<file path="config.mk">
export PLATFORM = sky130hd
export DESIGN_NAME = ps2_keyboard_rx
export DESIGN_NICKNAME = d
export VERILOG_FILES = /design/src/rtl/ps2_pkg.sv /design/src/rtl/ps2_frame_rx.sv /design/src/rtl/ps2_keyboard_rx.sv
export SDC_FILE = /design/constraint.sdc
export NUM_CORES = 1
export LEC_CHECK = 0
export ABC_AREA = 1
export CORE_ASPECT_RATIO = 1.4
export CORE_MARGIN = 10
export CORE_UTILIZATION = 33
export DETAILED_ROUTE_END_ITERATION = 8
export GPL_TIMING_DRIVEN = 0
export SETUP_SLACK_MARGIN = 0.4
export SYNTH_ARGS = -nofsm -noshare
export SYNTH_HDL_FRONTEND = slang
export SYNTH_SLANG_ARGS = --single-unit
</file>
<file path="constraint.sdc">
create_clock -name clk -period 3.75 [get_ports clk]
set_input_delay 0.375 -clock clk [delete_from_list [all_inputs] [get_ports clk]]
set_output_delay 0.375 -clock clk [all_outputs]
set_load 0.02 [all_outputs]
</file>
<file path="src/rtl/ps2_pkg.sv">
// Shared definitions for the PS/2 keyboard receiver.
//   PS2_EXT / PS2_BRK : extended and break prefix bytes
//   PS2_FRAME_BITS    : start + 8 data + parity + stop
//   ps2_evt_t         : decoded event {ext, brk, code}, PS2_EVT_W bits wide
//   dec_state_e       : prefix decoder states
package ps2_pkg;

  localparam logic [7:0] PS2_EXT        = 8'hE0;
  localparam logic [7:0] PS2_BRK        = 8'hF0;
  localparam int         PS2_FRAME_BITS = 11;
  localparam int         PS2_EVT_W      = 10;

  typedef enum logic [1:0] {
    DEC_IDLE,
    DEC_EXT,
    DEC_BRK,
    DEC_EXT_BRK
  } dec_state_e;

  typedef struct packed {
    logic       ext;
    logic       brk;
    logic [7:0] code;
  } ps2_evt_t;

  // Odd parity: data bits plus parity bit must hold an odd number of ones.
  function automatic logic odd_parity_ok(input logic [7:0] d, input logic p);
    return ^{d, p};
  endfunction

endpackage

</file>
<file path="src/rtl/ps2_frame_rx.sv">
// PS/2 frame receiver: synchronises and deglitches ps2_clk/ps2_data,
// shifts in 11-bit frames on filtered clock falling edges and checks
// start, parity and stop bits. Aborts a partial frame after
// TIMEOUT_CYCLES clocks without a sample event.
// Ports:
//   clk, rst             : system clock, synchronous active-high reset
//   ps2_clk, ps2_data    : raw PS/2 lines (inputs only)
//   rx_byte, byte_valid  : received byte, one-cycle strobe on a good frame
//   err_parity/frame/timeout : one-cycle error pulses
module ps2_frame_rx
  import ps2_pkg::*;
#(
  parameter int SYNC_STAGES    = 2,
  parameter int FILTER_LEN     = 4,
  parameter int TIMEOUT_CYCLES = 50000
) (
  input  logic       clk,
  input  logic       rst,
  input  logic       ps2_clk,
  input  logic       ps2_data,
  output logic [7:0] rx_byte,
  output logic       byte_valid,
  output logic       err_parity,
  output logic       err_frame,
  output logic       err_timeout
);

  localparam int FLT_W = $clog2(FILTER_LEN + 1);
  localparam int TMO_W = $clog2(TIMEOUT_CYCLES + 1);
  localparam logic [3:0] STOP_IDX = 4'(PS2_FRAME_BITS - 1);
  localparam logic [3:0] PAR_IDX  = 4'(PS2_FRAME_BITS - 2);

  // Channel 0 = clock line, channel 1 = data line.
  logic [1:0]                  raw;
  logic [1:0][SYNC_STAGES-1:0] sync_q, sync_d;
  logic [1:0]                  filt_q, filt_d;
  logic [1:0][FLT_W-1:0]       fcnt_q, fcnt_d;

  logic             fclk_prev_q, fclk_prev_d;
  logic [3:0]       bit_cnt_q, bit_cnt_d;
  logic [7:0]       shift_q, shift_d;
  logic             par_q, par_d;
  logic [7:0]       byte_q, byte_d;
  logic [TMO_W-1:0] tmo_q, tmo_d;
  logic             bvld_q, bvld_d;
  logic             eperr_q, eperr_d;
  logic             efrm_q, efrm_d;
  logic             etmo_q, etmo_d;

  logic fall;
  logic data_bit;

  assign raw = {ps2_data, ps2_clk};

  // Sync chain plus level filter: the filtered level only moves after
  // FILTER_LEN consecutive synced samples disagree with it.
  always_comb begin
    sync_d = sync_q;
    filt_d = filt_q;
    fcnt_d = fcnt_q;
    for (int c = 0; c < 2; c++) begin
      sync_d[c] = {sync_q[c][SYNC_STAGES-2:0], raw[c]};
      if (sync_q[c][SYNC_STAGES-1] == filt_q[c]) begin
        fcnt_d[c] = '0;
      end else if (fcnt_q[c] == FLT_W'(FILTER_LEN - 1)) begin
        filt_d[c] = sync_q[c][SYNC_STAGES-1];
        fcnt_d[c] = '0;
      end else begin
        fcnt_d[c] = fcnt_q[c] + FLT_W'(1);
      end
    end
  end

  assign fclk_prev_d = filt_q[0];
  assign fall        = fclk_prev_q & ~filt_q[0];
  assign data_bit    = filt_q[1];

  always_comb begin
    bit_cnt_d = bit_cnt_q;
    shift_d   = shift_q;
    par_d     = par_q;
    byte_d    = byte_q;
    tmo_d     = tmo_q;
    bvld_d    = 1'b0;
    eperr_d   = 1'b0;
    efrm_d    = 1'b0;
    etmo_d    = 1'b0;
    if (fall) begin
      tmo_d = '0;
      if (bit_cnt_q == 4'd0) begin
        // A high start bit is rejected on the spot; stay hunting for a start.
        if (data_bit) efrm_d = 1'b1;
        else          bit_cnt_d = 4'd1;
      end else if (bit_cnt_q < PAR_IDX) begin
        shift_d   = {data_bit, shift_q[7:1]};
        bit_cnt_d = bit_cnt_q + 4'd1;
      end else if (bit_cnt_q == PAR_IDX) begin
        par_d     = data_bit;
        bit_cnt_d = STOP_IDX;
      end else begin
        bit_cnt_d = 4'd0;
        if (!odd_parity_ok(shift_q, par_q)) begin
          eperr_d = 1'b1;
        end else if (!data_bit) begin
          efrm_d = 1'b1;
        end else begin
          bvld_d = 1'b1;
          byte_d = shift_q;
        end
      end
    end else if (bit_cnt_q != 4'd0) begin
      if (tmo_q == TMO_W'(TIMEOUT_CYCLES - 1)) begin
        etmo_d    = 1'b1;
        bit_cnt_d = 4'd0;
        tmo_d     = '0;
      end else begin
        tmo_d = tmo_q + TMO_W'(1);
      end
    end else begin
      tmo_d = '0;
    end
  end

  always_ff @(posedge clk) begin
    if (rst) begin
      sync_q      <= '1;
      filt_q      <= '1;
      fcnt_q      <= '0;
      fclk_prev_q <= 1'b1;
      bit_cnt_q   <= '0;
      shift_q     <= '0;
      par_q       <= 1'b0;
      byte_q      <= '0;
      tmo_q       <= '0;
      bvld_q      <= 1'b0;
      eperr_q     <= 1'b0;
      efrm_q      <= 1'b0;
      etmo_q      <= 1'b0;
    end else begin
      sync_q      <= sync_d;
      filt_q      <= filt_d;
      fcnt_q      <= fcnt_d;
      fclk_prev_q <= fclk_prev_d;
      bit_cnt_q   <= bit_cnt_d;
      shift_q     <= shift_d;
      par_q       <= par_d;
      byte_q      <= byte_d;
      tmo_q       <= tmo_d;
      bvld_q      <= bvld_d;
      eperr_q     <= eperr_d;
      efrm_q      <= efrm_d;
      etmo_q      <= etmo_d;
    end
  end

  assign rx_byte     = byte_q;
  assign byte_valid  = bvld_q;
  assign err_parity  = eperr_q;
  assign err_frame   = efrm_q;
  assign err_timeout = etmo_q;

endmodule

</file>
<file path="src/rtl/ps2_keyboard_rx.sv">
// Receive-only PS/2 keyboard front end. Frames come from ps2_frame_rx;
// E0/F0 prefixes are folded into make/break events and queued in a
// first-word-fall-through FIFO behind a valid/ready interface.
// Ports:
//   clk, rst                     : system clock, synchronous active-high reset
//   ps2_clk, ps2_data            : raw PS/2 lines (never driven)
//   evt_code/evt_ext/evt_brk     : head event fields (0 when empty)
//   evt_valid, evt_ready         : FIFO non-empty / consumer accept
//   fifo_count                   : occupied entries
//   overflow, ovf_clr            : sticky drop flag and its clear
//   err_parity/frame/timeout     : one-cycle error pulses
module ps2_keyboard_rx
  import ps2_pkg::*;
#(
  parameter int SYNC_STAGES    = 2,
  parameter int FILTER_LEN     = 4,
  parameter int TIMEOUT_CYCLES = 50000,
  parameter int FIFO_DEPTH     = 8,
  parameter int REPORT_BREAK   = 1
) (
  input  logic                             clk,
  input  logic                             rst,
  input  logic                             ps2_clk,
  input  logic                             ps2_data,
  output logic [7:0]                       evt_code,
  output logic                             evt_ext,
  output logic                             evt_brk,
  output logic                             evt_valid,
  input  logic                             evt_ready,
  output logic [$clog2(FIFO_DEPTH+1)-1:0]  fifo_count,
  output logic                             overflow,
  input  logic                             ovf_clr,
  output logic                             err_parity,
  output logic                             err_frame,
  output logic                             err_timeout
);

  localparam int CNT_W = $clog2(FIFO_DEPTH + 1);
  localparam int AW    = $clog2(FIFO_DEPTH);

  logic [7:0] rx_byte;
  logic       rx_valid;
  logic       rx_eperr, rx_efrm, rx_etmo;
  logic       rx_err;

  ps2_frame_rx #(
    .SYNC_STAGES   (SYNC_STAGES),
    .FILTER_LEN    (FILTER_LEN),
    .TIMEOUT_CYCLES(TIMEOUT_CYCLES)
  ) u_frame (
    .clk        (clk),
    .rst        (rst),
    .ps2_clk    (ps2_clk),
    .ps2_data   (ps2_data),
    .rx_byte    (rx_byte),
    .byte_valid (rx_valid),
    .err_parity (rx_eperr),
    .err_frame  (rx_efrm),
    .err_timeout(rx_etmo)
  );

  assign rx_err      = rx_eperr | rx_efrm | rx_etmo;
  assign err_parity  = rx_eperr;
  assign err_frame   = rx_efrm;
  assign err_timeout = rx_etmo;

  // ---------------- prefix decoder ----------------
  dec_state_e state_q, state_d;
  logic       emit;
  ps2_evt_t   evt_new;

  always_comb begin
    state_d = state_q;
    emit    = 1'b0;
    evt_new = '0;
    if (rx_err) begin
      // Any line error drops a half-built prefix sequence.
      state_d = DEC_IDLE;
    end else if (rx_valid) begin
      evt_new.code = rx_byte;
      unique case (state_q)
        DEC_IDLE, DEC_BRK: begin
          // A prefix seen after F0 restarts the prefix sequence.
          if (rx_byte == PS2_EXT) begin
            state_d = DEC_EXT;
          end else if (rx_byte == PS2_BRK) begin
            state_d = DEC_BRK;
          end else begin
            emit        = 1'b1;
            evt_new.brk = (state_q == DEC_BRK);
            state_d     = DEC_IDLE;
          end
        end
        DEC_EXT: begin
          if (rx_byte == PS2_BRK) begin
            state_d = DEC_EXT_BRK;
          end else if (rx_byte == PS2_EXT) begin
            state_d = DEC_EXT;
          end else begin
            emit        = 1'b1;
            evt_new.ext = 1'b1;
            state_d     = DEC_IDLE;
          end
        end
        DEC_EXT_BRK: begin
          emit        = 1'b1;
          evt_new.ext = 1'b1;
          evt_new.brk = 1'b1;
          state_d     = DEC_IDLE;
        end
        default: state_d = DEC_IDLE;
      endcase
    end
  end

  // ---------------- event FIFO ----------------
  ps2_evt_t         mem_q [FIFO_DEPTH];
  ps2_evt_t         mem_d [FIFO_DEPTH];
  logic [AW-1:0]    wr_ptr_q, wr_ptr_d;
  logic [AW-1:0]    rd_ptr_q, rd_ptr_d;
  logic [CNT_W-1:0] cnt_q, cnt_d;
  logic             ovf_q, ovf_d;
  logic             push, pop, full, wr_en, drop;
  ps2_evt_t         head;

  // Suppressed break events never reach the FIFO, so they cannot overflow it.
  assign push  = emit & (~evt_new.brk | (REPORT_BREAK != 0));
  assign pop   = evt_valid & evt_ready;
  assign full  = (cnt_q == CNT_W'(FIFO_DEPTH));
  assign wr_en = push & (~full | pop);
  assign drop  = push & full & ~pop;

  always_comb begin
    mem_d    = mem_q;
    wr_ptr_d = wr_ptr_q;
    rd_ptr_d = rd_ptr_q;
    cnt_d    = cnt_q;
    ovf_d    = ovf_q;
    if (wr_en) begin
      mem_d[wr_ptr_q] = evt_new;
      wr_ptr_d        = wr_ptr_q + AW'(1);
    end
    if (pop) rd_ptr_d = rd_ptr_q + AW'(1);
    case ({wr_en, pop})
      2'b10:   cnt_d = cnt_q + CNT_W'(1);
      2'b01:   cnt_d = cnt_q - CNT_W'(1);
      default: cnt_d = cnt_q;
    endcase
    // A drop in the same cycle as a clear wins.
    if (drop)         ovf_d = 1'b1;
    else if (ovf_clr) ovf_d = 1'b0;
  end

  always_ff @(posedge clk) begin
    if (rst) begin
      state_q  <= DEC_IDLE;
      wr_ptr_q <= '0;
      rd_ptr_q <= '0;
      cnt_q    <= '0;
      ovf_q    <= 1'b0;
      for (int i = 0; i < FIFO_DEPTH; i++) mem_q[i] <= '0;
    end else begin
      state_q  <= state_d;
      wr_ptr_q <= wr_ptr_d;
      rd_ptr_q <= rd_ptr_d;
      cnt_q    <= cnt_d;
      ovf_q    <= ovf_d;
      mem_q    <= mem_d;
    end
  end

  assign head       = mem_q[rd_ptr_q];
  assign evt_valid  = (cnt_q != '0);
  assign evt_code   = evt_valid ? head.code : 8'h00;
  assign evt_ext    = evt_valid & head.ext;
  assign evt_brk    = evt_valid & head.brk;
  assign fifo_count = cnt_q;
  assign overflow   = ovf_q;

endmodule

</file>
==> flow_summary.json, run 1 <==
{
  "slew_headroom": 0.197,
  "arrival_ps": 2740,
  "synth_top_area_frac": 0.425,
  "path_cells": "clkbuf_2, clkbuf_1, o21ai_0, o211ai_1, nand2_1, a31oi_1, clkdlybuf4s50_1",
  "grt_start_max_net_pins": 17,
  "clock.fmax_mhz": 321,
  "ys_warn_count": 0,
  "dpl.hpwl_um": 13900,
  "ctsHoldBuffers": 0,
  "drv_slew": 0,
  "port_buffers": 24,
  "min_path_cells": 1,
  "setup_viol": 0,
  "area_delta_synth_final_pct": 16.4,
  "grt_overflow": 0,
  "cts_tree": "built",
  "numCtsBuffers": 17,
  "path_clk_slew_ps": 60,
  "cap_violations": 0,
  "fp.dieW_um": 142,
  "vdd_drop_max_uv": 303,
  "clockRootBuffer": "clkbuf_16",
  "cts_setup_buffers": 0,
  "vias_per_cell": 4.94,
  "power.density_mw_per_mm2": 536,
  "worst-setup-path-type": "register to output pin",
  "drc": 0,
  "dr.pass1.iters": 6,
  "clock-sinks": 147,
  "final_hold_viol_count": 0,
  "final_layout_size_suffix_gt1_frac": 0.0659,
  "synth.avg_cell_area_um2": 6.79,
  "crit_fanout": 10,
  "die_height_um": 191,
  "cts_resized": 0,
  "status": "finished, final reports clean",
  "synth_top_cells_by_area": "dfxtp_1, nand2_1, nor2_1",
  "start_util": 0.336,
  "dr_total_vias": 6579,
  "place_congestion": 0.889,
  "htreeDepth": 4,
  "core_region_area_mm2": 0.0206,
  "n_antenna_cell": 0,
  "insertion_delay_ps": 430,
  "wl_um": 19300,
  "grt_pass1_vias": 6248,
  "wire_per_inst_um": 14.5,
  "fin_skew_ps": 6.90,
  "rsz0062_at_grt": "false",
  "worst-r2r-cell-count": 12,
  "ios": 25,
  "placementRows": 62,
  "n_fill_cell": 2207,
  "worst_pin_slew_ps": 1200,
  "finalNetCount": 1083,
  "grt_pass1_wl_um": 31300,
  "total_power_mw": 4.33,
  "dieArea_mm2": 0.0273,
  "fin_util": 0.391,
  "p_leak_nw": 3.35,
  "endpoint_kind": "output pin",
  "period_needed_ps": 3110,
  "syn_area_mm2": 0.00693,
  "antenna_found_initial": 0,
  "async_flop_share": 0,
  "cpMaxStageDelayCell": "clkdlybuf4s50_1",
  "synth_edf_count": 0,
  "synth_cell_type_count": 38,
  "crit_required_ps": 3380,
  "synth_flop_cell": "dfxtp_1",
  "fin_tns_setup_ps": 0,
  "grt_use_total": 0.145,
  "drt-initial-drc-count": 392,
  "cts_buffer_depth": 2,
  "yosys.area.top_type": "dfxtp_1",
  "slowest_delay_ps": 630,
  "ys_ff_latch": 147,
  "crit_path_start_kind": "register",
  "synth_nets": 1040,
  "hold_class": "register to register",
  "finalCritPeriodShare": 0.830,
  "synth-seq-area-share": 0.425,
  "ant_nets": 0,
  "syn_inst": 1021
}
==> worst paths after layout <==
kind                                         from                end  slack, ps
worst max-delay path                  rd_ptr_q[0]        evt_code[3]        640
worst min-delay path            u_frame.sync_d[3]  u_frame.sync_q[3]        420
worst max register to register      fifo_count[0]      fifo_count[2]       1170
worst min register to register  u_frame.sync_d[3]  u_frame.sync_q[3]        420
==> flip-flops by register name, summed over array words and instances, names as in the netlist, 2 cells and up <==
signal,cells
u_frame.bit_cnt_q,4
u_frame.rx_byte,8
u_frame.tmo_q,16
fifo_count,4
wr_ptr_q,3
mem_q,80
u_frame.fcnt_q,6
u_frame.shift_q,8
u_frame.sync_d,2
u_frame.sync_q,2
rd_ptr_q,3
state_q,2
u_frame.filt_q,2
==> through the flow <==
stage	setup WS, ps	instance area, um2	hold WS [ps]	cells
final	637	8070	421	1333
after CTS	423	8070	421	1333
after detailed placement	881	7490	407	1301
after floorplan	1540	6930	389	1021
after global placement	863	7490	407	1301
after global routing	420	8070	429	1333
==> metal layers <==
layer,GRT usage,part of all wire
met2,0.254,0.49
met4,0.0724,0.041
met5,0,0
met3,0.0328,0.041
met1,0.160,0.42
==> cell type report <==
type / instances / area (um2) / share of cell area
plain buffers: 45 / 199 / 0.0247
clock buffers: 17 / 425 / 0.0527
clock inverters: 15 / 148 / 0.0183
inverters: 110 / 413 / 0.0512
multi-input cells: 719 / 3380 / 0.419
flip-flops and latches: 147 / 2940 / 0.365
well taps: 256 / 320 / 0.0397
repair buffers: 24 / 240 / 0.0298
==> cells in the final DEF (no fill, tap or decap), types with 2 or more instances in the layout <==
| cell | Yosys | routed |
|---|---|---|
| nand2_1 | 257 | 257 |
| nor2_1 | 149 | 149 |
| dfxtp_1 | 147 | 147 |
| a21oi_1 | 105 | 105 |
| inv_1 | 104 | 104 |
| o21ai_0 | 54 | 54 |
| nand3_1 | 34 | 34 |
| nand4_1 | 28 | 28 |
| clkbuf_1 | 26 | 24 |
| clkdlybuf4s50_1 | 0 | 24 |
| o211ai_1 | 18 | 18 |
| clkbuf_16 | 0 | 17 |
| buf_2 | 16 | 16 |
| nor3_1 | 15 | 15 |
| ha_1 | 13 | 13 |
| a31oi_1 | 12 | 12 |
| inv_6 | 0 | 6 |
| xor2_1 | 5 | 5 |
| or2_2 | 5 | 5 |
| inv_2 | 4 | 4 |
| nor2_2 | 3 | 3 |
| nor3b_1 | 3 | 3 |
| clkinv_4 | 0 | 3 |
| clkinvlp_4 | 0 | 3 |
| nand2_2 | 2 | 2 |
| clkbuf_2 | 0 | 2 |
| buf_1 | 2 | 2 |
| clkinv_1 | 2 | 2 |
| nand4_2 | 2 | 2 |
==> cell families after synthesis <==
family / share of synthesized area
XOR/XNOR: 0.00758
adder cells (fa/ha/maj): 0.0235
buffers and inverters: 0.0879
flip-flops: 0.425
AND/OR/NAND/NOR: 0.303
AO/OA/AOI/OAI: 0.154
==> critical path, delay by kind of cell (launching register included) <==
family / cells / cell delay [ps]
AO/OA/AOI/OAI: 3 / 580
AND/OR/NAND/NOR: 1 / 80
buffers and inverters: 3 / 1280
flip-flops: 1 / 350
==> where the power goes <==
| part | leakage, nW | total (mW) | internal, mW | switching [mW] |
|---|---|---|---|---|
| logic | 1.90 | 1.03 | 0.355 | 0.679 |
| clock network | 0.274 | 1.67 | 0.930 | 0.740 |
| registers | 1.19 | 1.62 | 1.59 | 0.0306 |
==> cells in the mapped netlist, types with 2 or more instances <==
library cell / number
nor3_1: 15
nor3b_1: 3
ha_1: 13
buf_1: 2
nand4_2: 2
a31oi_1: 12
nand2_2: 2
inv_2: 4
xor2_1: 5
inv_1: 104
o211ai_1: 18
or2_2: 5
clkinv_1: 2
nor2_2: 3
clkbuf_1: 26
o21ai_0: 54
buf_2: 16
nand3_1: 34
dfxtp_1: 147
a21oi_1: 105
nand2_1: 257
nor2_1: 149
nand4_1: 28
Note: power is estimated with default switching activity, not from simulation.
==> run 2: changes to the inputs <==
- clock period: 3.75 -> 2.8 ns (I/O delays scaled with it)
==> run 2 against run 1 <==
  * Non-clock buffer count grew 4
  * Die area did not move
  * Wire length rose by 0.65%
  * Flip-flop and latch count is the same
  * Register-to-register slack lost 540 ps
  * Clock power increased by 34%
  * Worst setup slack worse by 210 ps
  * Cell area increased by 1.6%
  * Count of clock-buffer cells in the layout unchanged
==> flow_summary.json, run 2 (same netlist as run 1, synthesis figures left out) <==
{
  "regToRegEndpoint": "mem_q[5]",
  "grt_start_max_net_pins": 17,
  "antenna_found_initial": 0,
  "period_needed_ps": 2370,
  "area_delta_synth_final_pct": 18.3,
  "dr_total_vias": 6630,
  "dpl-instance-area_mm2": 0.00749,
  "setup_viol": 0,
  "fin_skew_ps": 8.90,
  "clock-sinks": 147,
  "layout_commonest_cell": "nand2_1",
  "crit_required_ps": 2520,
  "path_clk_slew_ps": 70,
  "status": "finished, final reports clean",
  "total_power_mw": 5.88,
  "grt_overflow": 0,
  "dr.pass1.iters": 5,
  "worst_pin_slew_ps": 1060,
  "drc": 0,
  "crit_path_start_kind": "register",
  "worst-setup-path-type": "register to output pin",
  "htreeDepth": 4,
  "placementRows": 62,
  "p_leak_nw": 3.45,
  "numCtsBuffers": 17,
  "cts_tree": "built",
  "crit_end": "evt_code[6]",
  "ctsHoldBuffers": 0,
  "r2r_slack_ps": 630,
  "wl_um": 19400,
  "final_area_mm2": 0.00820,
  "final_cell_mix": "nand2_1, nor2_1, dfxtp_1, a21oi_1, inv_1",
  "fp.dieW_um": 142,
  "drv_slew": 0,
  "core_region_area_mm2": 0.0206,
  "n_fill_cell": 2213,
  "ant_nets": 0,
  "cts_buffer_depth": 2,
  "vdd_drop_max_uv": 410,
  "grt_pass1_wl_um": 31300,
  "dpl.hpwl_um": 13900,
  "fin_tns_setup_ps": 0,
  "finalNetCount": 1087,
  "rsz0062_at_grt": "true",
  "instances_no_fill": 1337,
  "die_height_um": 191,
  "worst-r2r-cell-count": 7,
  "arrival_ps": 2090,
  "clockRootBuffer": "clkbuf_16",
  "drt-initial-drc-count": 374,
  "cap_violations": 0,
  "final_layout_size_suffix_gt1_frac": 0.0990,
  "slew_headroom": 0.296,
  "port_buffers": 24,
  "largest_register_ffs": 80,
  "clock.fmax_mhz": 422,
  "area.sequential_mm2": 0.00294,
  "dieArea_mm2": 0.0273,
  "power.density_mw_per_mm2": 717,
  "largestRegisters": "mem_q (80), u_frame.tmo_q (16)",
  "r2r_start": "u_frame.err_frame",
  "ios": 25,
  "insertion_delay_ps": 440,
  "grt_use_total": 0.145,
  "n_antenna_cell": 0,
  "finalCritPeriodShare": 0.847,
  "dp.cells": 1301,
  "place_congestion": 0.889,
  "crit_fanout": 10,
  "grt_pass1_vias": 6292,
  "multi_input_area_mm2": 0.00347,
  "crit_start": "rd_ptr_q[1]",
  "vias_per_cell": 4.96,
  "endpoint_kind": "output pin",
  "start_util": 0.336,
  "wire_per_inst_um": 14.5,
  "hold_class": "input pin to register",
  "regMostFlops": "mem_q",
  "final_hold_viol_count": 0
}
-- run 2: metrics by stage --
| stage | utilization | setup slack [ps] | hold WS [ps] |
|---|---|---|---|
| floorplan | - | 590 | 384 |
| global placement | 0.363 | 8.37 | 407 |
| detailed placement | 0.363 | 26.2 | 407 |
| CTS | 0.394 | 407 | 401 |
| global route | 0.397 | 328 | 411 |
| finish | 0.397 | 429 | 405 |
-- run 2: worst min path at each step --
stage	startpoint	cells past startpoint	end	slack, ps
after floorplan	ps2_clk	1	u_frame.sync_d[1]	380
after global placement	u_frame.sync_d[3]	1	u_frame.sync_q[3]	410
after detailed placement	u_frame.sync_d[3]	1	u_frame.sync_q[3]	410
after CTS	ps2_data	2	u_frame.sync_d[3]	400
after global routing	ps2_data	2	u_frame.sync_d[3]	410
final	ps2_data	2	u_frame.sync_d[3]	400
-- run 2: metal layers --
layer / global-route usage / wire length [um] / up-vias
met5: 0 / 0 / -
met4: 0.0744 / 756 / 0
met3: 0.0318 / 683 / 44
met2: 0.255 / 9650 / 125
met1: 0.160 / 8360 / 3059
li1: - / - / 3402
-- run 2: repair_timing --
action / in CTS / in global routing
pin swaps: 0 / 3
endpoints found under the setup margin: 16 / 33
buffers inserted: 0 / 4
resized for setup: 56 / 30
-- run 2: power by group --
group	internal [mW]	switching, mW	total (mW)
combinational	0.511	0.947	1.46
sequential	2.13	0.0480	2.18
clock	1.25	0.995	2.24
total	3.89	1.99	5.88
-- run 2: layout make-up --
class / count / share of cell area
sequential: 147 / 0.359
clock inverter: 15 / 0.0180
inverter: 110 / 0.0505
multi-input combinational: 719 / 0.423
tap: 256 / 0.0391
clock buffer: 17 / 0.0519
timing repair buffer: 28 / 0.0305
buffer: 45 / 0.0276
-- run 2: critical path, stage by stage (launching register included) --
cell,delay [ps]
dfxtp_1,330
clkbuf_4,210
clkbuf_1,350
a21oi_1,70
o21ai_0,180
a31oi_1,150
dlygate4sd2_1,350
